$ cat config.mk
export PLATFORM = sky130hd
export DESIGN_NAME = spi_arbiter
export DESIGN_NICKNAME = d
export VERILOG_FILES = /design/src/rtl/spi_arbiter.sv
export SDC_FILE = /design/constraint.sdc
export NUM_CORES = 1
export LEC_CHECK = 0
export ABC_AREA = 1
export CAP_MARGIN = 0
export CORE_UTILIZATION = 38
export DETAILED_ROUTE_END_ITERATION = 12
export PLACE_DENSITY = 0.84
export SETUP_SLACK_MARGIN = 0.3
export SLEW_MARGIN = 15
export SYNTH_ARGS = -nofsm -noshare
export SYNTH_HDL_FRONTEND = slang
export SYNTH_SLANG_ARGS = --single-unit
$ cat constraint.sdc
create_clock -name clk_i -period 2 [get_ports clk_i]
set_input_delay 0.4 -clock clk_i [delete_from_list [all_inputs] [get_ports clk_i]]
set_output_delay 0.4 -clock clk_i [all_outputs]
set_load 0.02 [all_outputs]
$ cat src/rtl/spi_arbiter.sv
// Round-robin arbiter that shares one SPI master among N_REQ requesters.
// It runs multi-word transfers and aborts through a watchdog when the master stalls.
module spi_arbiter #(
    parameter int N_REQ   = 4,
    parameter int D_WIDTH = 8,
    parameter int CLK_DIV = 4,
    parameter int TIMEOUT = 4096
) (
    input  logic                          clk_i,
    input  logic                          rst_ni,
    input  logic [N_REQ-1:0]              req_i,
    input  logic [N_REQ-1:0][1:0]         slv_i,
    input  logic [N_REQ-1:0][3:0]         len_i,
    input  logic [N_REQ-1:0][D_WIDTH-1:0] txd_i,
    output logic [N_REQ-1:0]              gnt_o,
    output logic                          tx_next_o,
    output logic                          rx_valid_o,
    output logic [D_WIDTH-1:0]            rx_word_o,
    output logic                          done_o,
    output logic                          err_o,
    output logic                          spi_enable_o,
    output logic                          spi_cont_o,
    output logic [31:0]                   spi_addr_o,
    output logic [D_WIDTH-1:0]            spi_tx_data_o,
    output logic [31:0]                   spi_clk_div_o,
    input  logic                          spi_busy_i,
    input  logic [D_WIDTH-1:0]            spi_rx_data_i
);

    localparam int          IW     = (N_REQ > 1) ? $clog2(N_REQ) : 1;
    localparam logic [15:0] WD_LIM = 16'(TIMEOUT);

    typedef enum logic [2:0] {IDLE, LOAD, WAIT_BUSY, XFER, DONE} state_e;

    state_e               state_q, state_d;
    logic [IW-1:0]        rr_q, rr_d, idx_q, idx_d;
    logic [1:0]           slv_q, slv_d;
    logic [4:0]           bl_q, bl_d;
    logic [15:0]          wd_q, wd_d;
    logic                 busy_q;
    logic                 tx_next_q, tx_next_d;
    logic                 rx_valid_q, rx_valid_d;
    logic [D_WIDTH-1:0]   rx_word_q, rx_word_d;
    logic                 err_q, err_d;

    logic [IW-1:0]        pick, cand;
    logic                 found;
    logic                 rise, fall, wd_hit;
    logic [4:0]           bl_dec;

    // First requesting index at or above rr_q, wrapping round.
    always_comb begin
        pick  = '0;
        cand  = '0;
        found = 1'b0;
        for (int i = 0; i < N_REQ; i++) begin
            cand = IW'((int'(rr_q) + i) % N_REQ);
            if (!found && req_i[cand]) begin
                found = 1'b1;
                pick  = cand;
            end
        end
    end

    assign rise   = spi_busy_i & ~busy_q;
    assign fall   = busy_q & ~spi_busy_i;
    assign wd_hit = (wd_q >= WD_LIM);
    assign bl_dec = bl_q - 5'd1;

    always_comb begin
        state_d    = state_q;
        rr_d       = rr_q;
        idx_d      = idx_q;
        slv_d      = slv_q;
        bl_d       = bl_q;
        tx_next_d  = 1'b0;
        rx_valid_d = 1'b0;
        rx_word_d  = rx_word_q;
        err_d      = err_q;
        // Any busy edge is proof of life from the master.
        if (rise || fall)
            wd_d = '0;
        else if (state_q == WAIT_BUSY || state_q == XFER)
            wd_d = wd_q + 16'd1;
        else
            wd_d = wd_q;

        case (state_q)
            IDLE: begin
                err_d = 1'b0;
                if (found && !spi_busy_i) begin
                    state_d = LOAD;
                    idx_d   = pick;
                    slv_d   = slv_i[pick];
                    bl_d    = 5'(len_i[pick]) + 5'd1;
                    wd_d    = '0;
                end
            end
            LOAD: state_d = WAIT_BUSY;
            WAIT_BUSY: begin
                if (rise) begin
                    tx_next_d = (bl_q > 5'd1);
                    state_d   = XFER;
                end else if (wd_hit) begin
                    err_d   = 1'b1;
                    state_d = DONE;
                end
            end
            XFER: begin
                // Only the falling edge ends a word; a continuation re-rise is ignored.
                if (fall) begin
                    rx_valid_d = 1'b1;
                    rx_word_d  = spi_rx_data_i;
                    bl_d       = bl_dec;
                    tx_next_d  = (bl_dec > 5'd1);
                    if (bl_dec == 5'd0) state_d = DONE;
                end else if (wd_hit) begin
                    err_d   = 1'b1;
                    state_d = DONE;
                end
            end
            DONE: begin
                state_d = IDLE;
                rr_d    = (idx_q == IW'(N_REQ - 1)) ? '0 : idx_q + IW'(1);
            end
            default: state_d = IDLE;
        endcase
    end

    always_ff @(posedge clk_i or negedge rst_ni) begin
        if (!rst_ni) begin
            state_q    <= IDLE;
            rr_q       <= '0;
            idx_q      <= '0;
            slv_q      <= '0;
            bl_q       <= '0;
            wd_q       <= '0;
            busy_q     <= 1'b0;
            tx_next_q  <= 1'b0;
            rx_valid_q <= 1'b0;
            rx_word_q  <= '0;
            err_q      <= 1'b0;
        end else begin
            state_q    <= state_d;
            rr_q       <= rr_d;
            idx_q      <= idx_d;
            slv_q      <= slv_d;
            bl_q       <= bl_d;
            wd_q       <= wd_d;
            busy_q     <= spi_busy_i;
            tx_next_q  <= tx_next_d;
            rx_valid_q <= rx_valid_d;
            rx_word_q  <= rx_word_d;
            err_q      <= err_d;
        end
    end

    for (genvar g = 0; g < N_REQ; g++) begin : g_gnt
        assign gnt_o[g] = (state_q != IDLE) && (idx_q == IW'(g));
    end

    assign tx_next_o     = tx_next_q;
    assign rx_valid_o    = rx_valid_q;
    assign rx_word_o     = rx_word_q;
    assign done_o        = (state_q == DONE);
    assign err_o         = (state_q == DONE) && err_q;
    assign spi_enable_o  = (state_q == LOAD);
    assign spi_cont_o    = (state_q == LOAD || state_q == WAIT_BUSY || state_q == XFER) && (bl_q > 5'd1);
    assign spi_addr_o    = {30'd0, slv_q};
    assign spi_tx_data_o = txd_i[idx_q];
    assign spi_clk_div_o = 32'(CLK_DIV);

endmodule
==> metrics.log, run 1 <==
INFO  metric starting_utilization_of_the_core_area = roughly two fifths
INFO  metric p_leak = about 3 nW
INFO  metric first_global_vias = 3671
INFO  metric crit_path_max_incr_delay = around 0.45 ns
INFO  metric yosys_register_bits = 42
INFO  metric post-route-min-period = between 2 and 2.5 ns
INFO  metric number_of_warnings_printed_during_yosys_synthesis = 0
INFO  metric maxClockFrequency = 0.423 GHz
INFO  metric setup_repair_after_global_routing_missed_its_margin = yes
INFO  metric drt-vias-per-instance = approximately 5.5
INFO  metric die_area = between 9000 and 10000 sq um
INFO  metric skew_pair_late_insertion_delay = 0.31 ns
INFO  metric worst_ir_drop_vdd = approximately 800 uV
INFO  metric yosys_most_used_dff = dfrtp_1
INFO  metric clkSlewWorstSetupHoldPaths = 0.09 ns
INFO  metric p_total = roughly 11 mW
INFO  metric nNetsFinal = roughly 770
INFO  metric globalplace.congestion = about 0.90
INFO  metric setup-tns-final = -5.46 ns
INFO  metric wl_met1 = approximately 5.3 mm
INFO  metric layout-drive-gt1-share = a little under half
INFO  metric critPathSlowestCell = dfrtp_2
INFO  metric tritoncts_num_sinks = 42
INFO  metric drt_initial_violations = approximately 300
INFO  metric ant_nets = 0
INFO  metric setup_violations = 26
INFO  metric detail_route.first_pass.iterations = 7
INFO  metric cts-hold-fix-buffers = 0
INFO  metric cts_tree = yes
INFO  metric cpMostUsedCell = nand2_1
INFO  metric worst_slew_pin_slew = 0.552 ns
INFO  metric maximum_number_of_pins_on_one_net_before_global_route_repair = 43
INFO  metric detailed_place_hpwl = ~7.3 mm
INFO  metric clk_path_buf_depth = 2
INFO  metric floorplan.die.width = 97.5 um
INFO  metric synth_seq_area_share = 30.3%
INFO  metric worst-endpoint-required = approximately 2.2 ns
INFO  metric grt_antenna_before_repair = 0
INFO  metric synth_cell_types = between 40 and 50
INFO  metric met3_length = roughly 1.1 mm
INFO  metric fp.coreArea = between 8000 and 9000 sq um
INFO  metric grt_use_total = between 20% and 30%
INFO  metric syn_avg_cell_area = approximately 7.1 sq um
INFO  metric htreeDepth = 2
INFO  metric routed_wire_length_per_instance = between 15 and 20 um
INFO  metric post_synth_instance_area = 3470 sq um
INFO  metric place_area = roughly 4800 sq um
INFO  metric synthesis.instances = 490
INFO  metric ff2ff_path_depth = 18
INFO  metric stdcell_area = 6350 sq um
INFO  metric cts_made_buffers = 5
INFO  metric drt_drc_violations_left = 0
INFO  metric crit_arrival = approximately 2.6 ns
INFO  metric finalCritPeriodShare = 118%
INFO  metric floorplan.io_pins = approximately 160
INFO  metric top_layer = met4
INFO  metric worst_hold_path_type = input pin to async pin
INFO  metric cp_cell_sequence = buf_6 -> nand2_1 -> nand2_1 -> nand2_2 -> nand2_2 -> nor2_4 -> nand3_2 -> nand3_2 -> nand2_4 -> inv_4 -> buf_4 -> nand2_1 -> nand2_2 -> nand3_1 -> nand2_1 -> nand3_1 -> nand2_1 -> nand2_1
INFO  metric final-hold-violation-count = 0
INFO  metric timing.critical_path.fanout_max = 7
INFO  metric cp-start-kind = flip-flop
INFO  metric wire_length_on_met2 = around 8.0 mm
INFO  metric numPortBuffers = 98
INFO  metric grt_remaining_overflow = 0
INFO  metric fin_worst_skew = ~0.016 ns
INFO  metric antennaDiodeCount = 0
INFO  metric maxSlewHeadroom = a little over three fifths
INFO  metric wl = 15.5 mm
INFO  metric area_delta_synth_final = 83.0%
INFO  metric hold-worst-slack = slightly below 0.06 ns
INFO  metric powerDensity = 1720 nW/um^2
INFO  metric grt_first_pass_wirelength = 17.3 mm
INFO  metric synth-edff-count = 0
INFO  metric rows = 34
INFO  metric detailroute.via_count = 4362
INFO  metric timing.final.max_slew_violations = 0
INFO  metric setup.worst_path.end_class = flip-flop
INFO  metric cts_root_buf = clkbuf_8
INFO  metric timing.max_cap.violations = 0
INFO  metric die-height = just under 100 um
INFO  metric final.setup.worst_slack = -0.365 ns
INFO  metric post_synthesis_async_set_or_reset_flop_share = between 90% and 100%
INFO  metric worstSetupPathType = flip-flop to flip-flop
INFO  metric violations = negative setup slack
INFO  metric outcome = finished with violations
==> cells in the mapped netlist, types with 2 or more instances <==
cell	count	share of area, %
conb_1	2	0.22
ha_1	12	4.3
clkbuf_1	2	0.22
o211ai_1	2	0.43
nand3_1	30	4.3
buf_2	2	0.29
nand4_1	5	0.90
nor2_4	4	1.3
nor2_1	47	5.1
nand2_2	2	0.36
nor3_1	9	1.3
a211oi_1	3	0.65
xnor2_1	3	0.76
a21oi_1	15	2.2
o21ai_0	25	3.6
nor3_2	2	0.58
dfrtp_1	42	30
o22ai_1	9	1.6
nand3b_1	2	0.43
inv_2	8	0.87
xor2_1	6	1.5
a31oi_1	2	0.36
nor4_1	4	0.72
inv_1	55	6.0
o21a_1	2	0.43
buf_4	64	14
nor2_2	3	0.54
nand2_1	110	12
==> what timing repair did <==
| item | CTS | global route |
|---|---|---|
| buffers inserted | 22 | 36 |
| gates resized for setup | 213 | 144 |
| pin swaps | 35 | 63 |
| setup endpoints to repair | 46 | 60 |
| gates cloned | 3 | 3 |
==> worst paths after layout <==
check                                          from  slack, ns                        to
min                                          rst_ni       0.06         wd_q[7]$_DFF_PN0_
max reg2reg                     rr_q[0]$_DFFE_PN0P_      -0.36       bl_q[3]$_DFFE_PN0P_
max                             rr_q[0]$_DFFE_PN0P_      -0.36       bl_q[3]$_DFFE_PN0P_
min in group clk_i                       spi_busy_i       0.43          busy_q$_DFF_PN0_
max in group asynchronous                    rst_ni       1.70    state_q[0]$_DFFE_PN0P_
min reg2reg                rx_word_o[2]$_DFFE_PN0P_       0.48  rx_word_o[2]$_DFFE_PN0P_
==> state kept, by name, indices dropped and copies added (netlist names) <==
register,cells
rr_q,2
slv_q,2
err_q,1
rx_word_o,8
state_q,3
rx_valid_o,1
bl_q,5
idx_q,2
wd_q,16
tx_next_o,1
busy_q,1
==> cells by family (layout without fill, tap and decap cells) <==
kind of cell,Yosys count,in the layout,synth area share [%]
AOI/OAI and AO/OA,64,64,10.6
xor gates and xnor gates,9,9,2.27
adders and majority gates,12,12,4.33
buffers and inverters,134,272,21.7
DFF,42,42,30.3
other,2,62,0.217
and+or+nand+nor,227,229,30.6
==> placed cells by master, fill, tap and decap left out, drive strengths merged, types with 2 or more instances in the layout <==
master,n
nand3,33
or2,2
o21ai,26
o22ai,9
dlymetal6s2s,8
conb,62
clkdlybuf4s50,69
nand4,6
xnor2,3
dfrtp,42
a31oi,2
clkbuf,9
nor2,54
ha,12
a21oi,15
xor2,6
inv,64
nand3b,2
dlygate4sd2,4
nor4,4
a211oi,3
o211ai,2
buf,117
o21a,2
nand2,114
nor3,12
==> stage by stage <==
| stage | util (%) | setup slack [ns] | std cells |
|---|---|---|---|
| after global routing | 72.4 | -0.492 | 798 |
| after detailed placement | 54.3 | -0.611 | 726 |
| after global placement | 54.3 | -0.465 | 726 |
| after floorplan | - | 0.00444 | 550 |
| final | 72.4 | -0.365 | 798 |
| after CTS | 61.9 | -0.128 | 759 |
==> final cells by class <==
class | instances | area (sq um)
multi-input combinational | 376 | 2790
fill | 506 | 2410
timing repair buffer | 200 | 2010
clock buffer | 7 | 86.3
sequential | 42 | 1060
clock inverter | 1 | 5.00
tap | 108 | 135
inverter | 64 | 265
==> report_power, final <==
group	switching (mW)	leakage, nW	internal, mW	total (mW)
logic	4.92	2.47	4.03	8.95
registers	0.283	0.543	1.10	1.38
clock network	0.315	0.0482	0.279	0.595
total	5.52	3.06	5.41	10.9
==> worst max-delay path, delay by kind of cell, from the launching register on <==
kind,cells,cell delay (ns)
simple gates,15,1.44
flops,1,0.45
buf+inv,3,0.34
==> metal layers <==
layer / GRT usage (%) / vias up
met4: 8.48 / 0
li1: - / 1848
met1: 23.6 / 2109
met3: 4.39 / 102
met5: 0 / -
met2: 42.6 / 303
Note: power is estimated with default switching activity, not from simulation.
==> inputs of run 2 (changes only) <==
--- a/config.mk
+++ b/config.mk
@@ -7,6 +7,7 @@
 export LEC_CHECK = 0
 export ABC_AREA = 1
 export CAP_MARGIN = 0
+export CORE_MARGIN = 4
 export CORE_UTILIZATION = 38
 export DETAILED_ROUTE_END_ITERATION = 12
 export PLACE_DENSITY = 0.84
==> run 2 against run 1 <==
The flow still finishes with violations (negative setup slack). Total power decreased by 4.6%. Cell area shrank 2.8%. Global-route usage decreased by 1.7 points. Critical path type unchanged. Highest routed layer unchanged.
==> metrics.log, run 2 (synthesized netlist as in run 1, its figures left out) <==
INFO  metric setup_violations = 27 (was 26)
INFO  metric worst_ir_drop_vdd = 763 uV (was 798 uV)
INFO  metric timing.max_cap.violations = 0 (unchanged)
INFO  metric post-route-min-period = 2.32 ns (was 2.36 ns)
INFO  metric maximum_number_of_pins_on_one_net_before_global_route_repair = 23 (was 43)
INFO  metric clkSlewWorstSetupHoldPaths = 0.10 ns (was 0.09 ns)
INFO  metric crit_path_max_incr_delay = 0.47 ns (was 0.45 ns)
INFO  metric worst_hold_path_type = input pin to async pin (unchanged)
INFO  metric cp-start-kind = flip-flop (unchanged)
INFO  metric violations = negative setup slack (unchanged)
INFO  metric antennaDiodeCount = 0 (unchanged)
INFO  metric first_global_vias = 3950 (was 3671)
INFO  metric maxClockFrequency = 0.431 GHz (was 0.423 GHz)
INFO  metric largest_register_ffs = 16 (unchanged)
INFO  metric grt_first_pass_wirelength = 18.4 mm (was 17.3 mm)
INFO  metric floorplan.io_pins = 161 (unchanged)
INFO  metric multi_input_comb_area = 2660 sq um (was 2790 sq um)
INFO  metric layout-drive-gt1-share = 45.1% (was 46.1%)
INFO  metric maxSlewHeadroom = 64.5% (was 62.9%)
INFO  metric critPathSlowestCell = dfrtp_2 (unchanged)
INFO  metric finalCritPeriodShare = 116% (was 118%)
INFO  metric drt-vias-per-instance = 5.40 (was 5.47)
INFO  metric core_utilization_of_the_finished_layout = 70.1% (was 72.4%)
INFO  metric powerDensity = 1690 nW/um^2 (was 1720 nW/um^2)
INFO  metric clk_path_buf_depth = 2 (unchanged)
INFO  metric starting_utilization_of_the_core_area = 39.4% (was 39.6%)
INFO  metric grt_antenna_before_repair = 0 (unchanged)
INFO  metric detail_route.first_pass.iterations = 5 (was 7)
INFO  metric setup.worst_path.end_class = flip-flop (unchanged)
INFO  metric final.setup.worst_slack = -0.321 ns (was -0.365 ns)
INFO  metric area.sequential = 1050 sq um (was 1060 sq um)
INFO  metric floorplan.die.width = 104 um (was 97.5 um)
INFO  metric nFillCells = 554 (was 506)
INFO  metric layout.cells.most_common_list = nand2_1, clkdlybuf4s50_1, conb_1, buf_4, buf_6 (was nand2_1, clkdlybuf4s50_1, buf_4)
INFO  metric fin_worst_skew = 0.0210 ns (was 0.0156 ns)
INFO  metric layout.cells.most_common = nand2_1 (unchanged)
INFO  metric cts_root_buf = clkbuf_8 (unchanged)
INFO  metric nNetsFinal = 770 (was 772)
INFO  metric htreeDepth = 2 (unchanged)
INFO  metric worst-endpoint-required = 2.23 ns (was 2.20 ns)
INFO  metric crit_arrival = 2.55 ns (was 2.57 ns)
INFO  metric grt.busiest_layer = met2 (unchanged)
INFO  metric grt_remaining_overflow = 0 (unchanged)
INFO  metric area_delta_synth_final = 77.9% (was 83.0%)
INFO  metric rows = 34 (unchanged)
INFO  metric skew_pair_late_insertion_delay = 0.31 ns (about the same)
INFO  metric max_flop_register = wd_q (unchanged)
INFO  metric die-height = 104 um (was 97.5 um)
INFO  metric globalplace.congestion = 0.903 (was 0.905)
INFO  metric worst_slew_pin_slew = 0.533 ns (was 0.552 ns)
INFO  metric outcome = finished with violations (unchanged)
INFO  metric ff2ff_path_depth = 16 (was 18)
INFO  metric fp.coreArea = 8810 sq um (was 8760 sq um)
INFO  metric wl = 15.4 mm (was 15.5 mm)
INFO  metric p_total = 10.4 mW (was 10.9 mW)
INFO  metric grtUsageMet1 = 21.8% (was 23.6%)
INFO  metric grtUsageMet3 = 3.79% (was 4.39%)
INFO  metric cts_made_buffers = 5 (unchanged)
INFO  metric setup_repair_after_global_routing_missed_its_margin = yes (unchanged)
INFO  metric tritoncts_num_sinks = 42 (unchanged)
INFO  metric routed_wire_length_per_instance = 19.3 um (was 19.5 um)
INFO  metric worstSetupPathType = flip-flop to flip-flop (unchanged)
INFO  metric detailroute.via_count = 4291 (was 4362)
INFO  metric detailed_place_hpwl = 7.97 mm (was 7.33 mm)
INFO  metric cts-hold-fix-buffers = 0 (unchanged)
INFO  metric timing.critical_path.fanout_max = 5 (was 7)
INFO  metric timing.final.max_slew_violations = 0 (unchanged)
INFO  metric p_leak = 3.02 nW (was 3.06 nW)
INFO  metric final-hold-violation-count = 0 (unchanged)
INFO  metric drt_initial_violations = 241 (was 296)
INFO  metric numPortBuffers = 98 (unchanged)
INFO  metric die_area = 10700 sq um (was 9510 sq um)
INFO  metric cts_tree = yes (unchanged)
INFO  metric ant_nets = 0 (unchanged)
INFO  metric drt_drc_violations_left = 0 (unchanged)
INFO  metric grtUsageMet2 = 39.1% (was 42.6%)
INFO  metric cp_cell_sequence = buf_6 -> nand2_1 -> nand2_2 -> nand2_2 -> nand2_2 -> nor2_4 -> nand3_4 -> buf_6 -> nand2_4 -> inv_4 -> nand2_4 -> inv_4 -> nor2_4 -> buf_6 -> a21oi_2 -> a21oi_2 (was buf_6 -> nand2_1 -> nand2_1 -> nand2_2 -> nand2_2 -> nor2_4 -> nand3_2 -> nand3_2 -> nand2_4 -> inv_4 -> buf_4 -> nand2_1 -> nand2_2 -> nand3_1 -> nand2_1 -> nand3_1 -> nand2_1 -> nand2_1)
INFO  metric grt_use_total = 20.5% (was 22.2%)
==> run 2: cell count changes in the layout (fill, tap and decap cells not counted), sizes merged <==
cell           previous run  this run
dlymetal6s2s              8        10
inv                      64        63
dlygate4sd2               4         5
clkdlybuf4s50            69        66
clkbuf                    9         8
nand3                    33        34
buf                     117       114
bufinv                    0         1
==> run 2: what timing repair did <==
action                     4_1_cts  5_1_grt
pin swaps                       38       49
buffers inserted                29       20
gates resized for setup        226      127
setup endpoints to repair       45       63
gates cloned                     2        4
==> run 2: worst max-delay path: cells and delay by family (launching register included) <==
| kind | cells | cell delay, ns |
|---|---|---|
| buffers and inverters | 5 | 0.53 |
| DFF | 1 | 0.47 |
| and+or+nand+nor | 9 | 0.99 |
| AOI/OAI and AO/OA | 2 | 0.25 |
==> run 2: worst paths after layout <==
kind | startpoint | endpoint | slack (ns)
setup / recovery | rr_q[0]$_DFFE_PN0P_ | bl_q[4]$_DFFE_PN0P_ | -0.32
max in group asynchronous | rst_ni | wd_q[8]$_DFF_PN0_ | 1.41
hold / removal | rst_ni | bl_q[1]$_DFFE_PN0P_ | 0.06
hold reg to reg | rx_word_o[1]$_DFFE_PN0P_ | rx_word_o[1]$_DFFE_PN0P_ | 0.49
min in group clk_i | spi_busy_i | busy_q$_DFF_PN0_ | 0.45
setup reg to reg | rr_q[0]$_DFFE_PN0P_ | bl_q[4]$_DFFE_PN0P_ | -0.32
==> run 2: cell type report <==
cell class                 instances  area share, %
clock buffer                       6           1.34
sequential                        42           17.1
inverter                          64           4.38
multi-input combinational        377           43.1
timing repair buffer             197           31.4
clock inverter                     1          0.487
tap                              108           2.19
==> run 2: power by group <==
| part | switching [mW] | internal (mW) | total [mW] |
|---|---|---|---|
| clock | 0.341 | 0.401 | 0.741 |
| combinational | 4.64 | 3.68 | 8.32 |
| sequential | 0.267 | 1.10 | 1.36 |
==> run 2: stage by stage <==
stage	worst slack (ns)	hold slack [ns]	cells	setup TNS, ns	area, sq um
floorplan	0.00444	0.104	550	0	3840
global placement	-0.425	0.411	733	-8.23	4810
global route	-0.379	0.102	795	-6.52	6170
finish	-0.321	0.0591	795	-4.69	6170
detailed placement	-0.532	0.411	733	-10.77	4810
CTS	-0.118	0.0862	771	-0.603	5520
==> run 2: per-layer routing <==
metal  vias to the layer above  share of wire, %  wire length, um
li1                       1853                 -                -
met1                      2063                34             5230
met2                       274                52             7930
met3                       101               6.4              977
met4                         0               7.9             1220
met5                         -                 0                0
